==> src/rtl/sdram_arbiter.sv <==
`timescale 1ns/1ps
// Two-port round-robin arbiter in front of a single-request SDRAM controller.
// One access in flight at a time: grant, issue until busy, wait for busy to fall, ack.
module sdram_arbiter #(
  parameter int HADDR_WIDTH = 24,
  parameter int DATA_WIDTH  = 16
) (
  input  logic                   clk,
  input  logic                   rst_n,
  input  logic                   p0_req,
  input  logic                   p0_we,
  input  logic [HADDR_WIDTH-1:0] p0_addr,
  input  logic [DATA_WIDTH-1:0]  p0_wdata,
  output logic                   p0_ack,
  output logic [DATA_WIDTH-1:0]  p0_rdata,
  input  logic                   p1_req,
  input  logic                   p1_we,
  input  logic [HADDR_WIDTH-1:0] p1_addr,
  input  logic [DATA_WIDTH-1:0]  p1_wdata,
  output logic                   p1_ack,
  output logic [DATA_WIDTH-1:0]  p1_rdata,
  output logic [HADDR_WIDTH-1:0] ctl_haddr,
  output logic [DATA_WIDTH-1:0]  ctl_data_input,
  output logic                   ctl_rd_enable,
  output logic                   ctl_wr_enable,
  input  logic [DATA_WIDTH-1:0]  ctl_data_output,
  input  logic                   ctl_busy
);

  localparam logic [1:0] ST_IDLE  = 2'd0;
  localparam logic [1:0] ST_ISSUE = 2'd1;
  localparam logic [1:0] ST_WAIT  = 2'd2;
  localparam logic [1:0] ST_DONE  = 2'd3;

  logic [1:0]             state_q, state_d;
  logic                   last_q, last_d;
  logic                   gnt_q, gnt_d;
  logic                   we_q, we_d;
  logic [HADDR_WIDTH-1:0] ctl_haddr_q, ctl_haddr_d;
  logic [DATA_WIDTH-1:0]  ctl_data_input_q, ctl_data_input_d;
  logic                   rd_en_q, rd_en_d;
  logic                   wr_en_q, wr_en_d;
  logic                   p0_ack_q, p0_ack_d;
  logic                   p1_ack_q, p1_ack_d;
  logic [DATA_WIDTH-1:0]  p0_rdata_q, p0_rdata_d;
  logic [DATA_WIDTH-1:0]  p1_rdata_q, p1_rdata_d;
  logic                   pick_p1;
  logic                   sel_we;

  // last_q = 1 means port 1 was granted last, so port 0 wins the next tie
  assign pick_p1 = p1_req & (~p0_req | ~last_q);
  assign sel_we  = pick_p1 ? p1_we : p0_we;

  always_comb begin
    state_d          = state_q;
    last_d           = last_q;
    gnt_d            = gnt_q;
    we_d             = we_q;
    ctl_haddr_d      = ctl_haddr_q;
    ctl_data_input_d = ctl_data_input_q;
    rd_en_d          = rd_en_q;
    wr_en_d          = wr_en_q;
    p0_ack_d         = 1'b0;
    p1_ack_d         = 1'b0;
    p0_rdata_d       = p0_rdata_q;
    p1_rdata_d       = p1_rdata_q;
    case (state_q)
      ST_IDLE: begin
        if (p0_req | p1_req) begin
          state_d          = ST_ISSUE;
          gnt_d            = pick_p1;
          last_d           = pick_p1;
          we_d             = sel_we;
          ctl_haddr_d      = pick_p1 ? p1_addr : p0_addr;
          ctl_data_input_d = pick_p1 ? p1_wdata : p0_wdata;
          wr_en_d          = sel_we;
          rd_en_d          = ~sel_we;
        end else begin
          state_d = ST_IDLE;
        end
      end
      ST_ISSUE: begin
        if (ctl_busy) begin
          state_d = ST_WAIT;
          rd_en_d = 1'b0;
          wr_en_d = 1'b0;
        end else begin
          state_d = ST_ISSUE;
        end
      end
      ST_WAIT: begin
        if (!ctl_busy) begin
          state_d  = ST_DONE;
          p0_ack_d = ~gnt_q;
          p1_ack_d = gnt_q;
          // Read data is captured on the same edge that observes busy low
          if (!we_q) begin
            if (gnt_q) begin
              p1_rdata_d = ctl_data_output;
            end else begin
              p0_rdata_d = ctl_data_output;
            end
          end else begin
            p0_rdata_d = p0_rdata_q;
          end
        end else begin
          state_d = ST_WAIT;
        end
      end
      ST_DONE: begin
        state_d = ST_IDLE;
      end
      default: begin
        state_d = ST_IDLE;
        rd_en_d = 1'b0;
        wr_en_d = 1'b0;
      end
    endcase
  end

  always_ff @(posedge clk or negedge rst_n) begin
    if (!rst_n) begin
      state_q          <= ST_IDLE;
      last_q           <= 1'b1;
      gnt_q            <= 1'b0;
      we_q             <= 1'b0;
      ctl_haddr_q      <= {HADDR_WIDTH{1'b0}};
      ctl_data_input_q <= {DATA_WIDTH{1'b0}};
      rd_en_q          <= 1'b0;
      wr_en_q          <= 1'b0;
      p0_ack_q         <= 1'b0;
      p1_ack_q         <= 1'b0;
      p0_rdata_q       <= {DATA_WIDTH{1'b0}};
      p1_rdata_q       <= {DATA_WIDTH{1'b0}};
    end else begin
      state_q          <= state_d;
      last_q           <= last_d;
      gnt_q            <= gnt_d;
      we_q             <= we_d;
      ctl_haddr_q      <= ctl_haddr_d;
      ctl_data_input_q <= ctl_data_input_d;
      rd_en_q          <= rd_en_d;
      wr_en_q          <= wr_en_d;
      p0_ack_q         <= p0_ack_d;
      p1_ack_q         <= p1_ack_d;
      p0_rdata_q       <= p0_rdata_d;
      p1_rdata_q       <= p1_rdata_d;
    end
  end

  assign p0_ack         = p0_ack_q;
  assign p1_ack         = p1_ack_q;
  assign p0_rdata       = p0_rdata_q;
  assign p1_rdata       = p1_rdata_q;
  assign ctl_haddr      = ctl_haddr_q;
  assign ctl_data_input = ctl_data_input_q;
  assign ctl_rd_enable  = rd_en_q;
  assign ctl_wr_enable  = wr_en_q;

endmodule

==> config.mk <==
export PLATFORM = sky130hd
export DESIGN_NAME = sdram_arbiter
export DESIGN_NICKNAME = d
export VERILOG_FILES = /design/src/rtl/sdram_arbiter.sv
export SDC_FILE = /design/constraint.sdc
export NUM_CORES = 1
export LEC_CHECK = 0
export BUFFER_PORTS_ARGS = -buffer_cell sky130_fd_sc_hd__buf_2
export CAP_MARGIN = 30
export CORE_MARGIN = 2
export CORE_UTILIZATION = 49
export CTS_CLUSTER_DIAMETER = 60
export DETAILED_ROUTE_END_ITERATION = 7
export PLACE_DENSITY = 0.89
export SETUP_SLACK_MARGIN = 0.15
export SYNTH_ARGS = -nofsm -noshare
export SYNTH_HDL_FRONTEND = slang
export SYNTH_SLANG_ARGS = --single-unit
==> constraint.sdc <==
create_clock -name clk -period 2.65 [get_ports clk]
set_input_delay 0.1325 -clock clk [delete_from_list [all_inputs] [get_ports clk]]
set_output_delay 0.1325 -clock clk [all_outputs]
set_load 0.01 [all_outputs]
==> results of run 1 <==
## cell type report
cell class,count,area [µm²],share of cell area [%]
diodes,1,2.502,0.05215
clock buffers,10,127.6,2.660
clock inverters,6,66.31,1.382
inverters,1,3.754,0.07823
multi-input cells,134,1463,30.48
flip-flops and latches,81,2028,42.27
well taps,99,123.9,2.581
repair buffers,185,983.4,20.50
## layout by cell type (no fill, tap or decap), types with 2 or more instances in the layout
master	synthesis	layout
mux2_2	113	113
clkinv_4	0	2
nor3_1	2	2
buf_4	1	4
dlygate4sd3_1	0	2
dfrtp_1	80	80
clkbuf_8	0	9
nand2_1	2	2
buf_2	4	177
clkinv_2	0	2
mux2i_1	3	3
## registers in the layout, summed over array words and instances (netlist names), named ones only
register,flops
ctl_haddr,24
ctl_data_input,16
p0_rdata,16
p1_rdata,16
ctl_rd_enable,1
ctl_wr_enable,1
gnt_q,1
last_q,1
p0_ack,1
p1_ack,1
state_q,1
we_q,1
## cell families (layout without fill, tap and decap cells)
kind of cell / count (synthesis) / after routing / share of synthesized area (%)
and+or+nand+nor: 11 / 11 / 2.829
AOI/OAI and AO/OA: 6 / 6 / 1.188
DFF: 81 / 81 / 56.62
muxes: 116 / 116 / 36.36
xor gates and xnor gates: 1 / 1 / 0.2445
buffers and inverters: 12 / 202 / 2.759
other: 0 / 1 / 0
## final timing paths
| path | start | to | cells past startpoint |
|---|---|---|---|
| worst max-delay path | last_q | ctl_data_input[12] | 4 |
| worst min-delay path | ctl_data_output[12] | p1_rdata[12] | 2 |
| worst max register to register | last_q | ctl_data_input[12] | 4 |
| worst min register to register | p1_rdata[15] | p1_rdata[15] | 1 |
| max in group asynchronous | rst_n | last_q | 3 |
| min in group asynchronous | rst_n | p0_rdata[2] | 2 |
## metal layers
metal  vias up  track usage [%]  wire, µm
met5         -                0         0
met4         0            9.905       182
met3        14            3.786       459
met2       107            34.01      3985
met1      1237            19.09      2926
li1       1197                -         -
## stage by stage
| stage | worst slack, ps | utilization, % | hold slack [ps] | std cells |
|---|---|---|---|---|
| floorplan | 982.3 | - | -163.1 | 227 |
| global placement | 723.9 | 63.47 | 347.8 | 497 |
| detailed placement | 664.3 | 63.47 | 364.7 | 497 |
| CTS | 657.9 | 66.45 | 8.773 | 515 |
| global route | 603.2 | 66.87 | 10.67 | 517 |
| finish | 674.1 | 66.87 | 28.44 | 517 |
## synth_stat cells
| cell type | count |
|---|---|
| nand2_1 | 2 |
| nand3b_1 | 1 |
| nor3b_1 | 1 |
| nand2b_4 | 1 |
| buf_6 | 6 |
| nor3_1 | 2 |
| mux2i_1 | 3 |
| inv_1 | 1 |
| a31oi_1 | 1 |
| buf_2 | 4 |
| a21oi_1 | 1 |
| dfstp_2 | 1 |
| nor4b_4 | 1 |
| and2_1 | 1 |
| mux2_2 | 113 |
| a21bo_2 | 1 |
| xnor2_1 | 1 |
| nor2_1 | 1 |
| a21o_1 | 1 |
| o21ai_0 | 1 |
| nor4_4 | 1 |
| buf_4 | 1 |
| dfrtp_1 | 80 |
| o21ai_2 | 1 |
## worst reg2reg max path, stage by stage, from the launching register on
cell	delay (ps)
dfstp_2	550
a21bo_2	440
buf_12	250
mux2_2	370
mux2_2	270
## power breakdown
part           total [W]  switching [W]  internal [W]  leakage (nW)
logic            0.00212       0.000952       0.00117          1.33
registers        0.00215       0.000316       0.00184         0.985
clock network   0.000883       0.000443      0.000439         0.101
==> out/qor.txt, run 1 <==
Final ANT Viol Nets: 0
fin crit share: 74.56%
number of port buffers: 178
Tot Pwr: 0.005154 W
fillcell total: 569
final WL: 7.553 mm
clock tree from TritonCTS: done
Req. time, crit path: 2880 ps
Synth cell types: 24
PwrDens: 1074 nW/µm²
R2R Setup Slk: 670 ps
vias in the first global route: 2376
Post-Syn Nets: 330
startpoint types: flop
hold-fix buffers at CTS: 2
CTS max path bufs: 2
RSZ-0062 raised after global routing: false
DR iter-0 viols: 103
CP max-delay cell: dfstp_2
gpl congestion: 0.7925
initial antenna violation count: 1
Final setup viols: 0
largest net degree at the start of global routing: 82
synthesized area per cell: 15.78 µm²
run status: finished clean
Post-Syn Instances: 227
Rows: 31
FF+latch count, synth: 81
Vias: 2555
IR drop worst, VDD: 562.1 µV
drt drc: 0
proportion of layout cells with a drive suffix above 1: 76.02%
final hold vios: 0
Final nets: 515
first-pass GRT wire length: 10.85 mm
yosys warns: 0
Min-Delay Path Class: in2reg
Area Growth Syn to Fin: 33.95%
DP Area: 4554 µm²
cell family with most CP delay: multiplexers
Wirelength per Cell: 14.61 µm
Most common cell on crit path: mux2_2
top-area cell type share of the netlist area: 55.89%
CP peak stage delay: 550 ps
chip height: 89.50 µm
Pre-Repair DR Iteration Count: 4
Worst slew margin: 53.27%
Worst setup EP type: flop
crit path DAT: 2210 ps
Max Cap Viol: 0
Detail Placement HPWL: 5.611 mm
post-DR vias/cell: 4.942
Cell Chain, Critical Path: a21bo_2 -> buf_12 -> mux2_2 -> mux2_2
Post-CTS Setup Inserts: 0
CP Class: reg2reg
leading area contributor after synthesis: dfrtp_1
Num CTS Buffers: 9
Period minus WS final: 1976 ps
I/O pin count: 179
clk_lat worst skew: 340 ps
Clock Sinks: 81
achievable frequency: 0.5061 GHz
fin area: 4798 µm²
clock slew at reported path FFs: 80 ps
Final Skew: 12.37 ps
total global-route track usage: 18.28%
Post-Syn Area: 3582 µm²
Initial Util: 49.92%
die width: 89.50 µm
buffers and inverters on the worst path: 1
crit path max fanout: 26
root buffer cell: clkbuf_8
core region area: 7176 µm²
grt total ovfl: 0
Die ar.: 8010 µm²
Fin Setup TNS: 0 ps
Gates resized, CTS repair: 0
Slew Limit Fails: 0
H-tree depth: 3
Least-Margin Pin Slew: 698.3 ps
post-synthesis sequential area ratio: 56.62%
Lkg Pwr: 2.411 nW
Synth area leaders: dfrtp_1 56%, mux2_2 36%, buf_6 1.9%, mux2i_1 0.84%, dfstp_2 0.73%
No activity file was read; power rests on OpenSTA's default activity.
==> run 2, diff against run 1 <==
--- a/config.mk
+++ b/config.mk
@@ -8,10 +8,10 @@
 export BUFFER_PORTS_ARGS = -buffer_cell sky130_fd_sc_hd__buf_2
 export CAP_MARGIN = 30
 export CORE_MARGIN = 2
-export CORE_UTILIZATION = 49
+export CORE_UTILIZATION = 41
 export CTS_CLUSTER_DIAMETER = 60
 export DETAILED_ROUTE_END_ITERATION = 7
-export PLACE_DENSITY = 0.89
+export PLACE_DENSITY = 0.8
 export SETUP_SLACK_MARGIN = 0.15
 export SYNTH_ARGS = -nofsm -noshare
 export SYNTH_HDL_FRONTEND = slang
==> constraint.sdc (replaced) <==
create_clock -name clk -period 1.8 [get_ports clk]
set_input_delay 0.09 -clock clk [delete_from_list [all_inputs] [get_ports clk]]
set_output_delay 0.09 -clock clk [all_outputs]
set_load 0.01 [all_outputs]
==> out/qor.txt, run 2 (synthesized netlist as in run 1, its figures left out) <==
CP Class: reg2reg
fin area: 5226 µm² (+8.9%)
reg2reg end: ctl_data_input[7]
hold_sp: ctl_busy
H-tree depth: 3 (unchanged)
clock tree from TritonCTS: done
Largest register FFs: 24 (unchanged)
fin crit share: 92.73% (+18 points)
met1 WL: 3.391 mm (+16%)
drt drc: 0 (unchanged)
chip height: 97.47 µm (+8.9%)
vias in the first global route: 2660 (+12%)
Min-Delay Endpoint: p1_ack
largest net degree at the start of global routing: 45 (-45%)
Area Growth Syn to Fin: 45.90%
Tot Pwr: 0.007981 W (+55%)
FF-to-FF Start: last_q
post-DR vias/cell: 4.780 (-3.3%)
CTS max path bufs: 2 (unchanged)
Period minus WS final: 1669 ps (-306.8 ps)
Met3 Wirelength: 560 µm (+22%)
die width: 97.47 µm (+8.9%)
Max Cap Viol: 0 (unchanged)
Final setup viols: 0 (unchanged)
dpl cells: 509 (+2.4%)
Fin Setup TNS: 0 ps (unchanged)
proportion of layout cells with a drive suffix above 1: 74.21% (-1.8 points)
dpl ws: 118.9 ps (-545.4 ps)
R2R Setup Slk: 130 ps (-540 ps)
clk_lat worst skew: 340 ps (about the same)
most common cell after layout, fill and taps aside: buf_2
top sig layer: met4
initial antenna violation count: 0 (-1)
Wirelength per Cell: 15.47 µm (+5.9%)
gpl congestion: 0.7026 (-11%)
Slew Limit Fails: 0 (unchanged)
Worst setup EP type: flop
RSZ-0062 raised after global routing: true
worst r2r path cells: 4 (unchanged)
Worst Hold Path Cells: 2 (unchanged)
achievable frequency: 0.5991 GHz (+18%)
Req. time, crit path: 2020 ps (-860 ps)
most frequent cells in the layout: 177 x buf_2, 87 x mux2_2, 79 x dfrtp_1
Final Skew: 10.41 ps (-1.958 ps)
Pre-Repair DR Iteration Count: 3 (-1)
final WL: 8.510 mm (+13%)
DP Area: 4626 µm² (+1.6%)
Final nets: 540 (+4.9%)
Detail Placement HPWL: 5.664 mm (+0.96%)
Vias: 2629 (+2.9%)
Initial Util: 41.69% (-8.2 points)
startpoint types: flop
clock slew at reported path FFs: 90 ps (about the same)
Rows: 34 (+9.7%)
first-pass GRT wire length: 12.90 mm (+19%)
non-filler cells, final: 550 (+6.4%)
number of port buffers: 178 (unchanged)
total global-route track usage: 16.94% (-1.3 points)
grt total ovfl: 0 (unchanged)
root buffer cell: clkbuf_8
PwrDens: 1527 nW/µm² (+42%)
Num CTS Buffers: 9 (unchanged)
Setup WS post-layout: 130.9 ps (-543.2 ps)
DR WL met2: 4.449 mm (+12%)
final hold vios: 0 (unchanged)
# diodes: 0 (-1)
core region area: 8593 µm² (+20%)
I/O pin count: 179 (unchanged)
run status: finished clean
crit path DAT: 1890 ps (-320 ps)
Die ar.: 9500 µm² (+19%)
Least-Margin Pin Slew: 560.4 ps (-137.8 ps)
Lkg Pwr: 2.627 nW (+8.9%)
Final ANT Viol Nets: 0 (unchanged)
IR drop worst, VDD: 748.8 µV (+33%)
Worst slew margin: 62.64% (+9.4 points)
crit path max fanout: 9 (-65%)
DR iter-0 viols: 40 (-61%)
Min-Delay Path Class: in2reg
Clock Sinks: 81 (unchanged)
[run 2: cell count changes in the layout (fill, tap and decap cells not counted), sizes merged]
cell         change
inv              +2
diode            -1
buf              +7
dlygate4sd3     +16
clkinv           -3
clkbuf           +1
clkinvlp         +2
[run 2: routing by layer]
metal	GRT usage, %	up-vias
li1	-	1234
met1	20.07	1277
met2	29.44	107
met3	4.748	11
met4	6.090	0
met5	0	-
[run 2: where the power goes]
part	switching, W	internal [W]	total (W)	leakage (nW)
Sequential	0.000484	0.00271	0.00319	0.984
Clock	0.000684	0.000653	0.00134	0.0966
Combinational	0.00147	0.00198	0.00345	1.55
[run 2: how the worst max path moves through the flow]
stage / startpoint / to / slack, ps / cells past startpoint
after floorplan: state_q[0] / p1_rdata[10] / 130 / 4
after global placement: last_q / ctl_data_input[11] / 170 / 4
after detailed placement: last_q / ctl_data_input[7] / 120 / 4
after CTS: last_q / ctl_data_input[7] / 120 / 4
after global routing: last_q / ctl_haddr[12] / 80 / 4
final: last_q / ctl_data_input[7] / 130 / 4
[run 2: through the flow]
step | util (%) | hold WS [ps]
floorplan | - | -205.6
global placement | 53.83 | 121.8
detailed placement | 53.83 | 122.1
CTS | 58.65 | 6.546
global route | 60.82 | 16.15
finish | 60.82 | 28.46
[run 2: cell type report]
cell class | count | area, µm²
flip-flops and latches | 81 | 2029
clock inverters | 7 | 76.32
repair buffers | 210 | 1291
multi-input cells | 134 | 1567
clock buffers | 9 | 123.9
inverters | 1 | 3.754
fillers | 700 | 3367
well taps | 108 | 135.1
[run 2: critical path: stages, from the launching register on]
cell and delay (ps):
dfstp_2 560, a21bo_4 210, buf_12 160, mux2_2 340, mux2_2 270
[run 2: what timing repair did]
action	CTS	global route
pin swaps	0	2
endpoints found under the hold margin	75	0
gates cloned	1	2
setup buffers	0	4
gates resized for setup	2	29
hold buffers	18	0
endpoints found under the setup margin	34	55
==> run 3, diff against run 2 <==
--- a/config.mk
+++ b/config.mk
@@ -11,7 +11,7 @@
 export CORE_UTILIZATION = 41
 export CTS_CLUSTER_DIAMETER = 60
 export DETAILED_ROUTE_END_ITERATION = 7
-export PLACE_DENSITY = 0.8
+export PLACE_DENSITY = 0.72
 export SETUP_SLACK_MARGIN = 0.15
 export SYNTH_ARGS = -nofsm -noshare
 export SYNTH_HDL_FRONTEND = slang
==> out/qor.txt, run 3 (synthesized netlist as in run 1, its figures left out) <==
run status: finished clean
Clock Sinks: 81 (unchanged)
cell family with most CP delay: multiplexers
chip height: 97.47 µm (unchanged)
Detail Placement HPWL: 5.788 mm (+2.2%)
Slew Limit Fails: 0 (unchanged)
Rows: 34 (unchanged)
DR iter-0 viols: 38 (-5.0%)
Final Skew: 10.42 ps (+0.01550 ps)
H-tree depth: 3 (unchanged)
Most common cell on crit path: mux2_2
Fin Setup TNS: 0 ps (unchanged)
grt total ovfl: 0 (unchanged)
Worst slew margin: 64.38% (+1.7 points)
fin area: 5049 µm² (-3.4%)
achievable frequency: 0.6142 GHz (+2.5%)
final hold vios: 0 (unchanged)
IR drop worst, VDD: 757.1 µV (+1.1%)
Final nets: 534 (-1.1%)
number of port buffers: 178 (unchanged)
most common cell after layout, fill and taps aside: buf_2
DP Area: 4626 µm² (unchanged)
Least-Margin Pin Slew: 534.3 ps (-26.11 ps)
Wirelength per Cell: 14.74 µm (-4.7%)
CP Capture Point: ctl_haddr[9]
Cell Chain, Critical Path: a21bo_4 -> clkbuf_16 -> mux2_2 -> mux2_2
Lkg Pwr: 2.515 nW (-4.3%)
clk_lat worst skew: 340 ps (about the same)
Worst setup EP type: flop
clock tree from TritonCTS: done
Max Cap Viol: 0 (unchanged)
CP peak stage delay: 560 ps (about the same)
# diodes: 0 (unchanged)
Num CTS Buffers: 9 (unchanged)
CTS max path bufs: 2 (unchanged)
crit path DAT: 1850 ps (-40 ps)
largest net degree at the start of global routing: 46 (+2.2%)
first-pass GRT wire length: 12.69 mm (-1.7%)
buffers and inverters on the worst path: 1 (unchanged)
Vias: 2607 (-0.84%)
gpl congestion: 0.7263 (+3.4%)
CP Class: reg2reg
clock slew at reported path FFs: 80 ps (about the same)
Worst Hold Path Cells: 2 (unchanged)
crit path from: last_q
R2R Setup Slk: 170 ps (+40 ps)
post-DR vias/cell: 4.792 (+0.26%)
Initial Util: 41.69% (unchanged)
proportion of layout cells with a drive suffix above 1: 73.17% (-1.0 points)
CP max-delay cell: dfstp_2
final WL: 8.020 mm (-5.8%)
core region area: 8593 µm² (unchanged)
CP Depth: 4 (unchanged)
startpoint types: flop
RSZ-0062 raised after global routing: true
initial antenna violation count: 0 (unchanged)
Largest register FFs: 24 (unchanged)
Min-Delay Path Class: in2reg
Final ANT Viol Nets: 0 (unchanged)
Pre-Repair DR Iteration Count: 4 (+1)
root buffer cell: clkbuf_8
worst r2r path cells: 4 (unchanged)
Final setup viols: 0 (unchanged)
Post-CTS Setup Inserts: 0 (unchanged)
drt drc: 0 (unchanged)
most frequent cells in the layout: 177 x buf_2, 113 x mux2_2, 80 x dfrtp_1
Period minus WS final: 1628 ps (-40.97 ps)
vias in the first global route: 2680 (+0.75%)
reg2reg end: ctl_haddr[9]
I/O pin count: 179 (unchanged)
Req. time, crit path: 2020 ps (about the same)
fin crit share: 90.45% (-2.3 points)
Area Growth Syn to Fin: 40.94%
total global-route track usage: 16.60% (-0.34 points)
crit path max fanout: 15 (+6)
FF-to-FF Start: last_q
Die ar.: 9500 µm² (unchanged)
PwrDens: 1545 nW/µm² (+1.2%)
die width: 97.47 µm (unchanged)
==> run 3: cell types whose count changed in the layout (fill, tap and decap cells not counted), moves of 2 or more <==
| cell | delta |
|---|---|
| buf_4 | -3 |
| clkbuf_1 | +2 |
| clkbuf_8 | +3 |
| clkinvlp_4 | -2 |
| inv_6 | -3 |
| mux2_2 | +26 |
| mux2_4 | -26 |
==> run 3: worst min path at each step <==
stage / startpoint / to
finish: ctl_busy / p1_ack
global route: ctl_busy / p1_ack
CTS: ctl_busy / p1_ack
detailed placement: rst_n / ctl_haddr[11]
global placement: rst_n / ctl_haddr[11]
floorplan: rst_n / async pin
==> run 3: timing repair <==
| item | 4_1_cts | 5_1_grt |
|---|---|---|
| endpoints found under the setup margin | 5 | 40 |
| hold buffers | 18 | 0 |
| endpoints found under the hold margin | 71 | 0 |
| pin swaps | 0 | 0 |
| cloned | 0 | 1 |
| gates resized for setup | 0 | 2 |
==> run 3: layout make-up <==
cell class,instances,area (µm²)
Inverter,1,3.754
Sequential cell,81,2028
Timing Repair Buffer,204,1205
Fill cell,719,3545
Tap cell,108,135.1
Clock inverter,2,35.03
Clock buffer,14,172.7
Multi-Input combinational cell,134,1469
==> run 3: worst register-to-register path: stages (launching register included) <==
cell and delay (ps):
dfstp_2 560, a21bo_4 180, clkbuf_16 190, mux2_2 340
mux2_2 250
==> run 3: per-layer routing <==
layer	up-vias	share of wire, %	GRT usage, %	wire length (µm)
li1	1218	-	-	-
met1	1262	40	19.15	3238
met2	114	50	28.86	4045
met3	13	7.5	4.964	598
met4	0	1.7	6.624	138
met5	-	0	0	0
==> run 3: power breakdown <==
part	internal, W	leakage (nW)	switching, W
Clock	0.000755	0.107	0.000610
Sequential	0.00271	0.985	0.000464
Combinational	0.00181	1.42	0.00145
==> run 3: metrics by stage <==
step	hold WS [ps]	std cells	utilization, %	setup WS, ps	power [W]
after floorplan	-205.6	227	-	132.3	0.005116
after global placement	100.2	509	53.83	181.4	0.006328
after CTS	27.84	543	58.34	137.4	0.007874
final	50.21	544	58.75	171.8	0.007799
after detailed placement	110.5	509	53.83	154.4	0.006454
after global routing	36.94	544	58.75	118.2	0.008296
